`src/rtl/alu_share_ctrl_pkg.sv`:
```
// Shared definitions for the shared-ALU controller: data width, ALU op codes
// and the controller FSM state encoding.
package alu_share_ctrl_pkg;

   localparam int DATA_W = 32;

   localparam logic [3:0] OP_ADD  = 4'd0;
   localparam logic [3:0] OP_SUB  = 4'd1;
   localparam logic [3:0] OP_AND  = 4'd2;
   localparam logic [3:0] OP_OR   = 4'd3;
   localparam logic [3:0] OP_XOR  = 4'd4;
   localparam logic [3:0] OP_SLL  = 4'd5;
   localparam logic [3:0] OP_SRL  = 4'd6;
   localparam logic [3:0] OP_SRA  = 4'd7;
   localparam logic [3:0] OP_SLT  = 4'd8;
   localparam logic [3:0] OP_SLTU = 4'd9;
   localparam logic [3:0] OP_MUL  = 4'd10;
   localparam logic [3:0] OP_LAST = 4'd10;

   typedef enum logic [1:0] {
      IDLE = 2'd0,
      EXEC = 2'd1,
      RESP = 2'd2
   } state_e;

endpackage

```
`src/rtl/alu_share_ctrl_alu.sv`:
```
// Core 32-bit ALU, purely combinational. Op codes above OP_LAST yield zero.
module alu_core
   import alu_share_ctrl_pkg::*;
(
   input  logic [DATA_W-1:0] a,
   input  logic [DATA_W-1:0] b,
   input  logic [3:0]        op,
   output logic [DATA_W-1:0] res
);

   // Operation select; shifts use only the low five bits of b.
   always_comb begin
      res = {DATA_W{1'b0}};
      case (op)
         OP_ADD:  res = a + b;
         OP_SUB:  res = a - b;
         OP_AND:  res = a & b;
         OP_OR:   res = a | b;
         OP_XOR:  res = a ^ b;
         OP_SLL:  res = a << b[4:0];
         OP_SRL:  res = a >> b[4:0];
         OP_SRA:  res = DATA_W'($signed(a) >>> b[4:0]);
         OP_SLT:  res = {{(DATA_W-1){1'b0}}, ($signed(a) < $signed(b))};
         OP_SLTU: res = {{(DATA_W-1){1'b0}}, (a < b)};
         OP_MUL:  res = a * b;
         default: res = {DATA_W{1'b0}};
      endcase
   end

endmodule

```
`src/rtl/alu_share_ctrl_rr_arbiter.sv`:
```
// Combinational round-robin arbiter: one-hot grant to the first requester
// found searching ptr+1, ptr+2, ... modulo N.
module rr_arbiter #(
   parameter int N  = 2,
   parameter int PW = (N > 1) ? $clog2(N) : 1
) (
   input  logic [N-1:0]  req,
   input  logic [PW-1:0] ptr,
   output logic [N-1:0]  grant
);

   logic [N-1:0] upper;
   logic         found;

   // Requests above ptr win first; otherwise wrap to the lowest index.
   always_comb begin
      upper = {N{1'b0}};
      grant = {N{1'b0}};
      found = 1'b0;
      for (int i = 0; i < N; i++) begin
         upper[i] = req[i] && (PW'(i) > ptr);
      end
      for (int i = 0; i < N; i++) begin
         if (!found && upper[i]) begin
            grant[i] = 1'b1;
            found    = 1'b1;
         end else begin
            grant[i] = grant[i];
         end
      end
      for (int i = 0; i < N; i++) begin
         if (!found && req[i]) begin
            grant[i] = 1'b1;
            found    = 1'b1;
         end else begin
            grant[i] = grant[i];
         end
      end
   end

endmodule

```
`src/rtl/alu_share_ctrl.sv`:
```
// Shares one core ALU among N_REQ requesters: round-robin grant, one op in
// flight, MUL held for MUL_LAT execute cycles, response held until accepted.
module alu_share_ctrl
   import alu_share_ctrl_pkg::*;
#(
   parameter int N_REQ   = 2,
   parameter int MUL_LAT = 2
) (
   input  logic                    clk,
   input  logic                    rst,
   input  logic [N_REQ-1:0]        req_valid,
   output logic [N_REQ-1:0]        req_ready,
   input  logic [DATA_W*N_REQ-1:0] req_a,
   input  logic [DATA_W*N_REQ-1:0] req_b,
   input  logic [4*N_REQ-1:0]      req_op,
   output logic [N_REQ-1:0]        resp_valid,
   input  logic [N_REQ-1:0]        resp_ready,
   output logic [DATA_W-1:0]       resp_res,
   output logic                    resp_illegal,
   output logic                    busy
);

   localparam int PTR_W = $clog2(N_REQ);
   localparam int CNT_W = $clog2(MUL_LAT + 1);

   state_e              state_q, state_d;
   logic [PTR_W-1:0]    ptr_q, ptr_d;
   logic [PTR_W-1:0]    owner_q, owner_d;
   logic [CNT_W-1:0]    cnt_q, cnt_d;
   logic [DATA_W-1:0]   a_q, a_d, b_q, b_d, res_q, res_d;
   logic [3:0]          op_q, op_d;
   logic                ill_q, ill_d;

   logic [N_REQ-1:0]    grant;
   logic [PTR_W-1:0]    g_idx;
   logic [DATA_W-1:0]   sel_a, sel_b, alu_res;
   logic [3:0]          sel_op;
   logic                accept;

   rr_arbiter #(.N(N_REQ), .PW(PTR_W)) u_arb (
      .req   (req_valid),
      .ptr   (ptr_q),
      .grant (grant)
   );

   alu_core u_alu (
      .a   (a_q),
      .b   (b_q),
      .op  (op_q),
      .res (alu_res)
   );

   // Encode the grant and select the granted requester's operands.
   always_comb begin
      g_idx  = {PTR_W{1'b0}};
      sel_a  = {DATA_W{1'b0}};
      sel_b  = {DATA_W{1'b0}};
      sel_op = 4'd0;
      for (int i = 0; i < N_REQ; i++) begin
         if (grant[i]) begin
            g_idx  = PTR_W'(i);
            sel_a  = req_a[i*DATA_W +: DATA_W];
            sel_b  = req_b[i*DATA_W +: DATA_W];
            sel_op = req_op[i*4 +: 4];
         end else begin
            g_idx = g_idx;
         end
      end
   end

   assign accept = |(req_ready & req_valid);

   // State register.
   always_ff @(posedge clk) begin
      if (rst) begin
         state_q <= IDLE;
      end else begin
         state_q <= state_d;
      end
   end

   // Next-state logic.
   always_comb begin
      state_d = state_q;
      case (state_q)
         IDLE: begin
            if (accept) begin
               state_d = EXEC;
            end else begin
               state_d = IDLE;
            end
         end
         EXEC: begin
            if (cnt_q == {CNT_W{1'b0}}) begin
               state_d = RESP;
            end else begin
               state_d = EXEC;
            end
         end
         RESP: begin
            if (resp_ready[owner_q]) begin
               state_d = IDLE;
            end else begin
               state_d = RESP;
            end
         end
         default: state_d = IDLE;
      endcase
   end

   // Outputs; req_ready is held low while reset is asserted.
   always_comb begin
      req_ready    = {N_REQ{1'b0}};
      resp_valid   = {N_REQ{1'b0}};
      resp_res     = {DATA_W{1'b0}};
      resp_illegal = 1'b0;
      busy         = (state_q != IDLE);
      case (state_q)
         IDLE: begin
            if (!rst) begin
               req_ready = grant;
            end else begin
               req_ready = {N_REQ{1'b0}};
            end
         end
         EXEC: req_ready = {N_REQ{1'b0}};
         RESP: begin
            resp_valid   = N_REQ'(1) << owner_q;
            resp_res     = res_q;
            resp_illegal = ill_q;
         end
         default: req_ready = {N_REQ{1'b0}};
      endcase
   end

   // Datapath registers; the ALU only ever sees the latched operands.
   always_ff @(posedge clk) begin
      if (rst) begin
         ptr_q   <= PTR_W'(N_REQ - 1);
         owner_q <= {PTR_W{1'b0}};
         cnt_q   <= {CNT_W{1'b0}};
         a_q     <= {DATA_W{1'b0}};
         b_q     <= {DATA_W{1'b0}};
         op_q    <= 4'd0;
         res_q   <= {DATA_W{1'b0}};
         ill_q   <= 1'b0;
      end else begin
         ptr_q   <= ptr_d;
         owner_q <= owner_d;
         cnt_q   <= cnt_d;
         a_q     <= a_d;
         b_q     <= b_d;
         op_q    <= op_d;
         res_q   <= res_d;
         ill_q   <= ill_d;
      end
   end

   // Datapath next values: capture on accept, count down, then register result.
   always_comb begin
      ptr_d   = ptr_q;
      owner_d = owner_q;
      cnt_d   = cnt_q;
      a_d     = a_q;
      b_d     = b_q;
      op_d    = op_q;
      res_d   = res_q;
      ill_d   = ill_q;
      case (state_q)
         IDLE: begin
            if (accept) begin
               ptr_d   = g_idx;
               owner_d = g_idx;
               a_d     = sel_a;
               b_d     = sel_b;
               op_d    = sel_op;
               cnt_d   = (sel_op == OP_MUL) ? CNT_W'(MUL_LAT - 1) : {CNT_W{1'b0}};
            end else begin
               ptr_d = ptr_q;
            end
         end
         EXEC: begin
            if (cnt_q == {CNT_W{1'b0}}) begin
               res_d = alu_res;
               ill_d = (op_q > OP_LAST);
            end else begin
               cnt_d = cnt_q - CNT_W'(1);
            end
         end
         RESP:    res_d = res_q;
         default: res_d = res_q;
      endcase
   end

endmodule

```
`config.mk`:
```
export PLATFORM = sky130hd
export DESIGN_NAME = alu_share_ctrl
export DESIGN_NICKNAME = d
export VERILOG_FILES = /design/src/rtl/alu_share_ctrl_pkg.sv /design/src/rtl/alu_share_ctrl_alu.sv /design/src/rtl/alu_share_ctrl_rr_arbiter.sv /design/src/rtl/alu_share_ctrl.sv
export SDC_FILE = /design/constraint.sdc
export NUM_CORES = 2
export LEC_CHECK = 0
export ABC_AREA = 1
export CAP_MARGIN = 40
export CELL_PAD_IN_SITES_DETAIL_PLACEMENT = 1
export CELL_PAD_IN_SITES_GLOBAL_PLACEMENT = 1
export CORE_UTILIZATION = 30
export DETAILED_ROUTE_END_ITERATION = 16
export PLACE_DENSITY_LB_ADDON = 0.25
export SLEW_MARGIN = 20
export SYNTH_ARGS = -nofsm -noshare
export SYNTH_HDL_FRONTEND = slang
export SYNTH_SLANG_ARGS = --single-unit
export TNS_END_PERCENT = 5
```
`constraint.sdc`:
```
create_clock -name clk -period 19.2 [get_ports clk]
set_clock_uncertainty 0.2 [all_clocks]
set_input_delay 5.76 -clock clk [delete_from_list [all_inputs] [get_ports clk]]
set_output_delay 5.76 -clock clk [all_outputs]
set_load 0.005 [all_outputs]
```
== Word-level counts from Yosys, hierarchy flattened ==
Cells that the tools add are included.

* $add $sub $neg: 3
* Multipliers: 1
* $lt $le $gt $ge: 6
* Eq/ne operators: 15
* Shifts and indexed selects: 4
* Muxes and demuxes: 29
* Bitwise logic cells: 4
* Reduce and logical (&&, ||, !) cells: 17

{| class="wikitable"
|+ Operators by type and width
! cell !! count
|-
| case mux 32 bit (11 select lines) || 1
|-
| 2-to-1 mux 32 bit || 5
|-
| less-than comparator 32 bit || 2
|-
| adder 32 bit || 1
|-
| AND 32 bit || 1
|-
| multiplier 32 x 32 -> 32 bit || 1
|-
| OR 32 bit || 1
|-
| << shifter 32 x 5 -> 32 bit || 1
|-
| right shift 32 x 5 -> 32 bit || 1
|-
| >>> shifter 32 x 5 -> 32 bit || 1
|-
| subtractor 32 bit || 1
|-
| bitwise XOR 32 bit || 1
|-
| == test 4 x 3 -> 1 bit, second input constant || 4
|-
| == test 4 bit, second input constant || 4
|-
| 2-to-1 mux 2 bit || 7
|-
| 2-to-1 mux 1 bit || 12
|-
| == test 4 x 2 -> 1 bit, second input constant || 2
|-
| 2-to-1 mux 4 bit || 2
|-
| case mux 2 bit (3 select lines) || 1
|-
| logical AND 1 bit || 5
|-
| == test 4 x 1 -> 1 bit, second input constant || 1
|-
| greater-than comparator 4 bit, second input constant || 1
|-
| logical NOT 2 bit || 2
|-
| logical NOT 4 bit || 1
|-
| other kinds (14) || 20
|}

* Bits in registers: 107
* Input bits: 142
* Output and inout bits: 38

== Depth between registers and ports, before layout ==
* Depth in word-level cells: 18
* Mapped depth: 34

== Hierarchy ==
From an unflattened synthesis, not the netlist that was laid out.

* Cells, all modules: 4,657
* Area total of the unflattened synthesis: 30,560.6 um2

{| class="wikitable"
|+ By module, submodules not included
! module !! instances !! cells an instance !! area each (um2) !! seq. area each (um2)
|-
| alu_core || 1 || 4,089 || 26,032.5 || 0.0
|-
| alu_share_ctrl || 1 || 563 || 4,508.1 || 2,142.1
|-
| rr_arbiter || 1 || 5 || 20.0 || 0.0
|}

== Worst setup path before layout ==
Ideal clock, no wire load.

* Path type: input port to output port
* Start point: input rst
* End point: output req_ready[0]
* Arrival: 6,574 ps
* Path slack: 6,666 ps
* Stages on the path: 5
* Buffers on the path: 2
* Path through: clkbuf_1 -> nor2_1 -> inv_1 -> nor2_1 -> clkbuf_1

* Longest elaborated chain between the ends: 2

{| class="wikitable"
|+ Ends and longest elaborated chain
! element !! line !! text
|-
| start, declared || alu_share_ctrl.sv:10 || <nowiki>input logic rst,</nowiki>
|-
| 2-to-1 mux 2 bit || alu_share_ctrl.sv:120 || <nowiki>if (!rst) begin</nowiki>
|-
| 2-to-1 mux 2 bit || alu_share_ctrl.sv:118 || <nowiki>case (state_q)</nowiki>
|-
| end, declared || alu_share_ctrl.sv:12 || <nowiki>output logic [N_REQ-1:0] req_ready,</nowiki>
|}

No other way between the ends.

== Worst setup path after layout ==
* Start point: input req_valid[1]
* End point: output req_ready[1]

* Longest elaborated chain between the ends: 11

{| class="wikitable"
|+ Ends and longest elaborated chain
! element !! line !! text
|-
| start, declared || alu_share_ctrl.sv:11 || <nowiki>input logic [N_REQ-1:0] req_valid,</nowiki>
|-
| logical AND 1 bit || alu_share_ctrl_rr_arbiter.sv:21 || <nowiki>upper[i] = req[i] && (PW'(i) > ptr);</nowiki>
|-
| logical AND 1 bit || alu_share_ctrl_rr_arbiter.sv:24 || <nowiki>if (!found && upper[i]) begin</nowiki>
|-
| 2-to-1 mux 1 bit || alu_share_ctrl_rr_arbiter.sv:24 ||
|-
| logical NOT 1 bit || alu_share_ctrl_rr_arbiter.sv:32 || <nowiki>if (!found && req[i]) begin</nowiki>
|-
| logical AND 1 bit || alu_share_ctrl_rr_arbiter.sv:32 ||
|-
| 2-to-1 mux 1 bit || alu_share_ctrl_rr_arbiter.sv:32 ||
|-
| logical NOT 1 bit || alu_share_ctrl_rr_arbiter.sv:32 ||
|-
| logical AND 1 bit || alu_share_ctrl_rr_arbiter.sv:32 ||
|-
| 2-to-1 mux 1 bit (*) || alu_share_ctrl_rr_arbiter.sv:32 ||
|-
| 2-to-1 mux 2 bit (*) || alu_share_ctrl.sv:120 ||
|-
| 2-to-1 mux 2 bit (*) || alu_share_ctrl.sv:118 ||
|}

Every way passes the cells marked *; elsewhere a longest branch is shown, timed or not.

==> impl_metrics.json <==
{
  "start_util": 0.3042,
  "synthFlopType": "dfxtp_1",
  "clk_latency_ns": 0.43,
  "power.total_mw": 2.100,
  "drive_gt1_frac": 0.04142,
  "r2r_setup_slack_ns": 10.99,
  "grt_pass1_wl_um": 213100,
  "cp-startpoint": "req_valid[1]",
  "cts_resized": 0,
  "synth_compound_area_frac": 0.1639,
  "dp_slack_ns": 5.860,
  "synth_edf_count": 0,
  "finalWirelength_um": 144000,
  "synth_area_leaders": "fa_1, nand2_1, inv_1, ha_1, dfxtp_1",
  "die_h_um": 318.3,
  "routedWlPerCell_um": 24.61,
  "synth.distinct_cells": 63,
  "cts.clk_slew.worst_paths_ns": 0.07,
  "synthToLayoutAreaGrowth_pct": 11.10,
  "maxCapViolations": 0,
  "yosysTopAreaCell": "fa_1",
  "postCtsHoldBufs": 0,
  "yosys.area_share.adder": 0.3655,
  "crit_end": "req_ready[1]",
  "globalplace.congestion": 0.9971,
  "critPathBufInv": 5,
  "ant_nets": 0,
  "cpLargestDelayFamily": "buffers and inverters",
  "m1WireLength_um": 65140,
  "synth_xor_xnor_area_share": 0.006960,
  "slew_headroom": 0.3561,
  "drv_slew": 0,
  "die-area_um2": 101300,
  "finalCoreUtilization": 0.3379,
  "cp_max_fo": 16,
  "setup_slack_ns": 5.865,
  "firstDrtPassIters": 5,
  "setup_viol": 0,
  "hp-class": "reg -> reg",
  "grt_usage": 0.2837,
  "synth_top_family_by_area": "adder cells",
  "synth.net_count": 5298,
  "synth-simple-area-share": 0.2208,
  "numPortBuffers": 179,
  "vias": 30700,
  "timing.rr.end": "res_q[25]$_SDFFE_PP0P_",
  "total_leakage_power_nw": 17.59,
  "tightest_slew_ns": 0.9558,
  "ys_seq_area_frac": 0.07135,
  "crit_chain": "clkdlybuf4s50_1, inv_1, a21oi_4, inv_1, nor2_1, buf_4, clkdlybuf4s50_1",
  "cp.required_ns": 13.24,
  "routed.top_layer": "met4",
  "tns_ns": 0,
  "fin_crit_ns": 13.34,
  "die_w_um": 318.3,
  "ys_ff_latch": 107,
  "period_share": 0.6945,
  "worst_ir_drop_vdd_mv": 0.05488,
  "syn_area_um2": 30020,
  "grt_max_degree": 73,
  "fp-row-count": 115,
  "synth_cells": 4525,
  "synth_most_common_cell": "nand2_1",
  "outcome": "finished, final reports clean",
  "worst_setup_path_end_kind": "primary output",
  "cts.htree.levels": 3,
  "post-cts-setup-buffer-count": 0,
  "antenna_found_initial": 9,
  "worstSetupPathType": "in -> out",
  "startpoint_type": "input pin",
  "cts_buffer_depth": 2,
  "cp_slowest_cell": "clkdlybuf4s50_1",
  "power_density_nw_per_um2": 62.95,
  "fmax_mhz": 74.99,
  "postSynth.asyncResetShare": 0,
  "crit_cells": 7,
  "core-area_um2": 98710,
  "tritoncts": "yes",
  "yosys.area.top_type_share": 0.2734,
  "final_nets": 5331,
  "ys.warnings.count": 0,
  "grt_pass1_vias": 32090,
  "hpwl_um": 116900,
  "pin_count": 180,
  "crit_path_max_incr_delay_ns": 0.53,
  "cts_buffers": 9,
  "cts_root_buf": "clkbuf_16",
  "via_per_inst": 5.246,
  "synthMuxAreaShare": 0.005334,
  "r2r_cells": 29,
  "arrival_ns": 7.38,
  "synth_area_per_cell_um2": 6.635,
  "netlist_top_cells_count": "nand2_1, inv_1, fa_1",
  "drtIter0Drc": 2260,
  "hold_violations": 0,
  "rsz0062_at_grt": "false",
  "met3_length_um": 7581,
  "cts_sinks": 107,
  "route.met2.wl_um": 66700,
  "grt_overflow": 0,
  "r2r_start": "a_q[8]$_SDFFE_PP0P_",
  "drc": 0
}
==> how the worst min path moves through the flow <==
stage	start	to	slack, ns	depth (start not counted)
after floorplan	cnt_q[1]$_SDFFE_PP0P_	cnt_q[1]$_SDFFE_PP0P_	0.24	2
after global placement	res_q[15]$_SDFFE_PP0P_	res_q[15]$_SDFFE_PP0P_	0.25	2
after detailed placement	res_q[12]$_SDFFE_PP0P_	res_q[12]$_SDFFE_PP0P_	0.26	2
after CTS	res_q[12]$_SDFFE_PP0P_	res_q[12]$_SDFFE_PP0P_	0.27	2
after global routing	res_q[12]$_SDFFE_PP0P_	res_q[12]$_SDFFE_PP0P_	0.29	2
final	res_q[23]$_SDFFE_PP0P_	res_q[23]$_SDFFE_PP0P_	0.27	2
==> logic make-up (layout without fill, tap and decap cells) <==
kind of cell,after synthesis,count (layout)
other,0,1
DFF,107,107
AOI/OAI and AO/OA,814,814
adders and majority gates,631,631
and+or+nand+nor,1649,1649
xor gates and xnor gates,23,23
buffers and inverters,1285,1323
muxes,16,16
==> routing by layer <==
metal,global-route usage,vias to the layer above
met5,0,-
met4,0.08470,0
met3,0.02843,168
met2,0.4713,937
met1,0.3872,15570
li1,-,14020
==> power by group <==
group / internal [mW] / switching (mW) / leakage (nW)
clock network: 0.0906 / 0.112 / 0.142
registers: 0.245 / 0.0370 / 0.881
logic: 0.502 / 1.11 / 16.6
==> area by class of cell <==
class	count	area, um^2
Tap cell	1287	1610
Sequential cell	107	2161
Antenna cell	1	2.502
Timing Repair Buffer	263	2461
Inverter	1044	3919
Multi-Input combinational cell	3133	22920
Fill cell	12580	65350
Clock buffer	9	225.2
Clock inverter	7	60.06
==> registers in the layout, summed over array words and instances (netlist names) <==
register	count
cnt_q	2
res_q	32
op_q	4
state_q	2
b_q	32
a_q	32
owner_q	1
ill_q	1
ptr_q	1
==> stage by stage <==
| step | hold WS (ns) | std cells | instance area (um^2) |
|---|---|---|---|
| 6_report | 0.2719 | 5851 | 33350 |
| 5_1_grt | 0.2922 | 5850 | 33350 |
| 4_1_cts | 0.2746 | 5848 | 33330 |
| 3_5_place_dp | 0.2609 | 5832 | 33050 |
| 3_3_place_gp | 0.2532 | 5828 | 32980 |
| 2_1_floorplan | 0.2430 | 4525 | 30020 |
==> placed cells by master (no fill, tap or decap), types with 6 or more instances in the layout <==
cell type,instances
clkinv_1,7
nor2_1,220
clkdlybuf4s50_1,178
buf_4,79
o21a_1,9
a21o_1,9
a21oi_1,240
nor3_1,29
inv_1,1003
mux2i_1,16
o21ai_1,111
o21bai_1,11
a221oi_1,60
xor2_1,13
fa_1,410
nand4_1,33
o211ai_1,29
a21boi_0,10
xnor2_1,9
dfxtp_1,96
o221ai_1,8
a31oi_1,25
nand2_1,1182
ha_1,221
nand2_2,9
a22o_1,6
o22ai_1,27
o21ai_0,162
dfxtp_2,9
o2111ai_1,9
clkbuf_16,9
a211oi_1,64
nand3b_1,11
inv_2,34
nor2_2,8
nand3_1,135
==> tightest hold or removal path, cell delays in order, from the launching register on <==
cell and delay, ns:
dfxtp_1 0.31, nand2_1 0.06, a21oi_1 0.05
No activity file was read; power rests on OpenSTA's default activity.
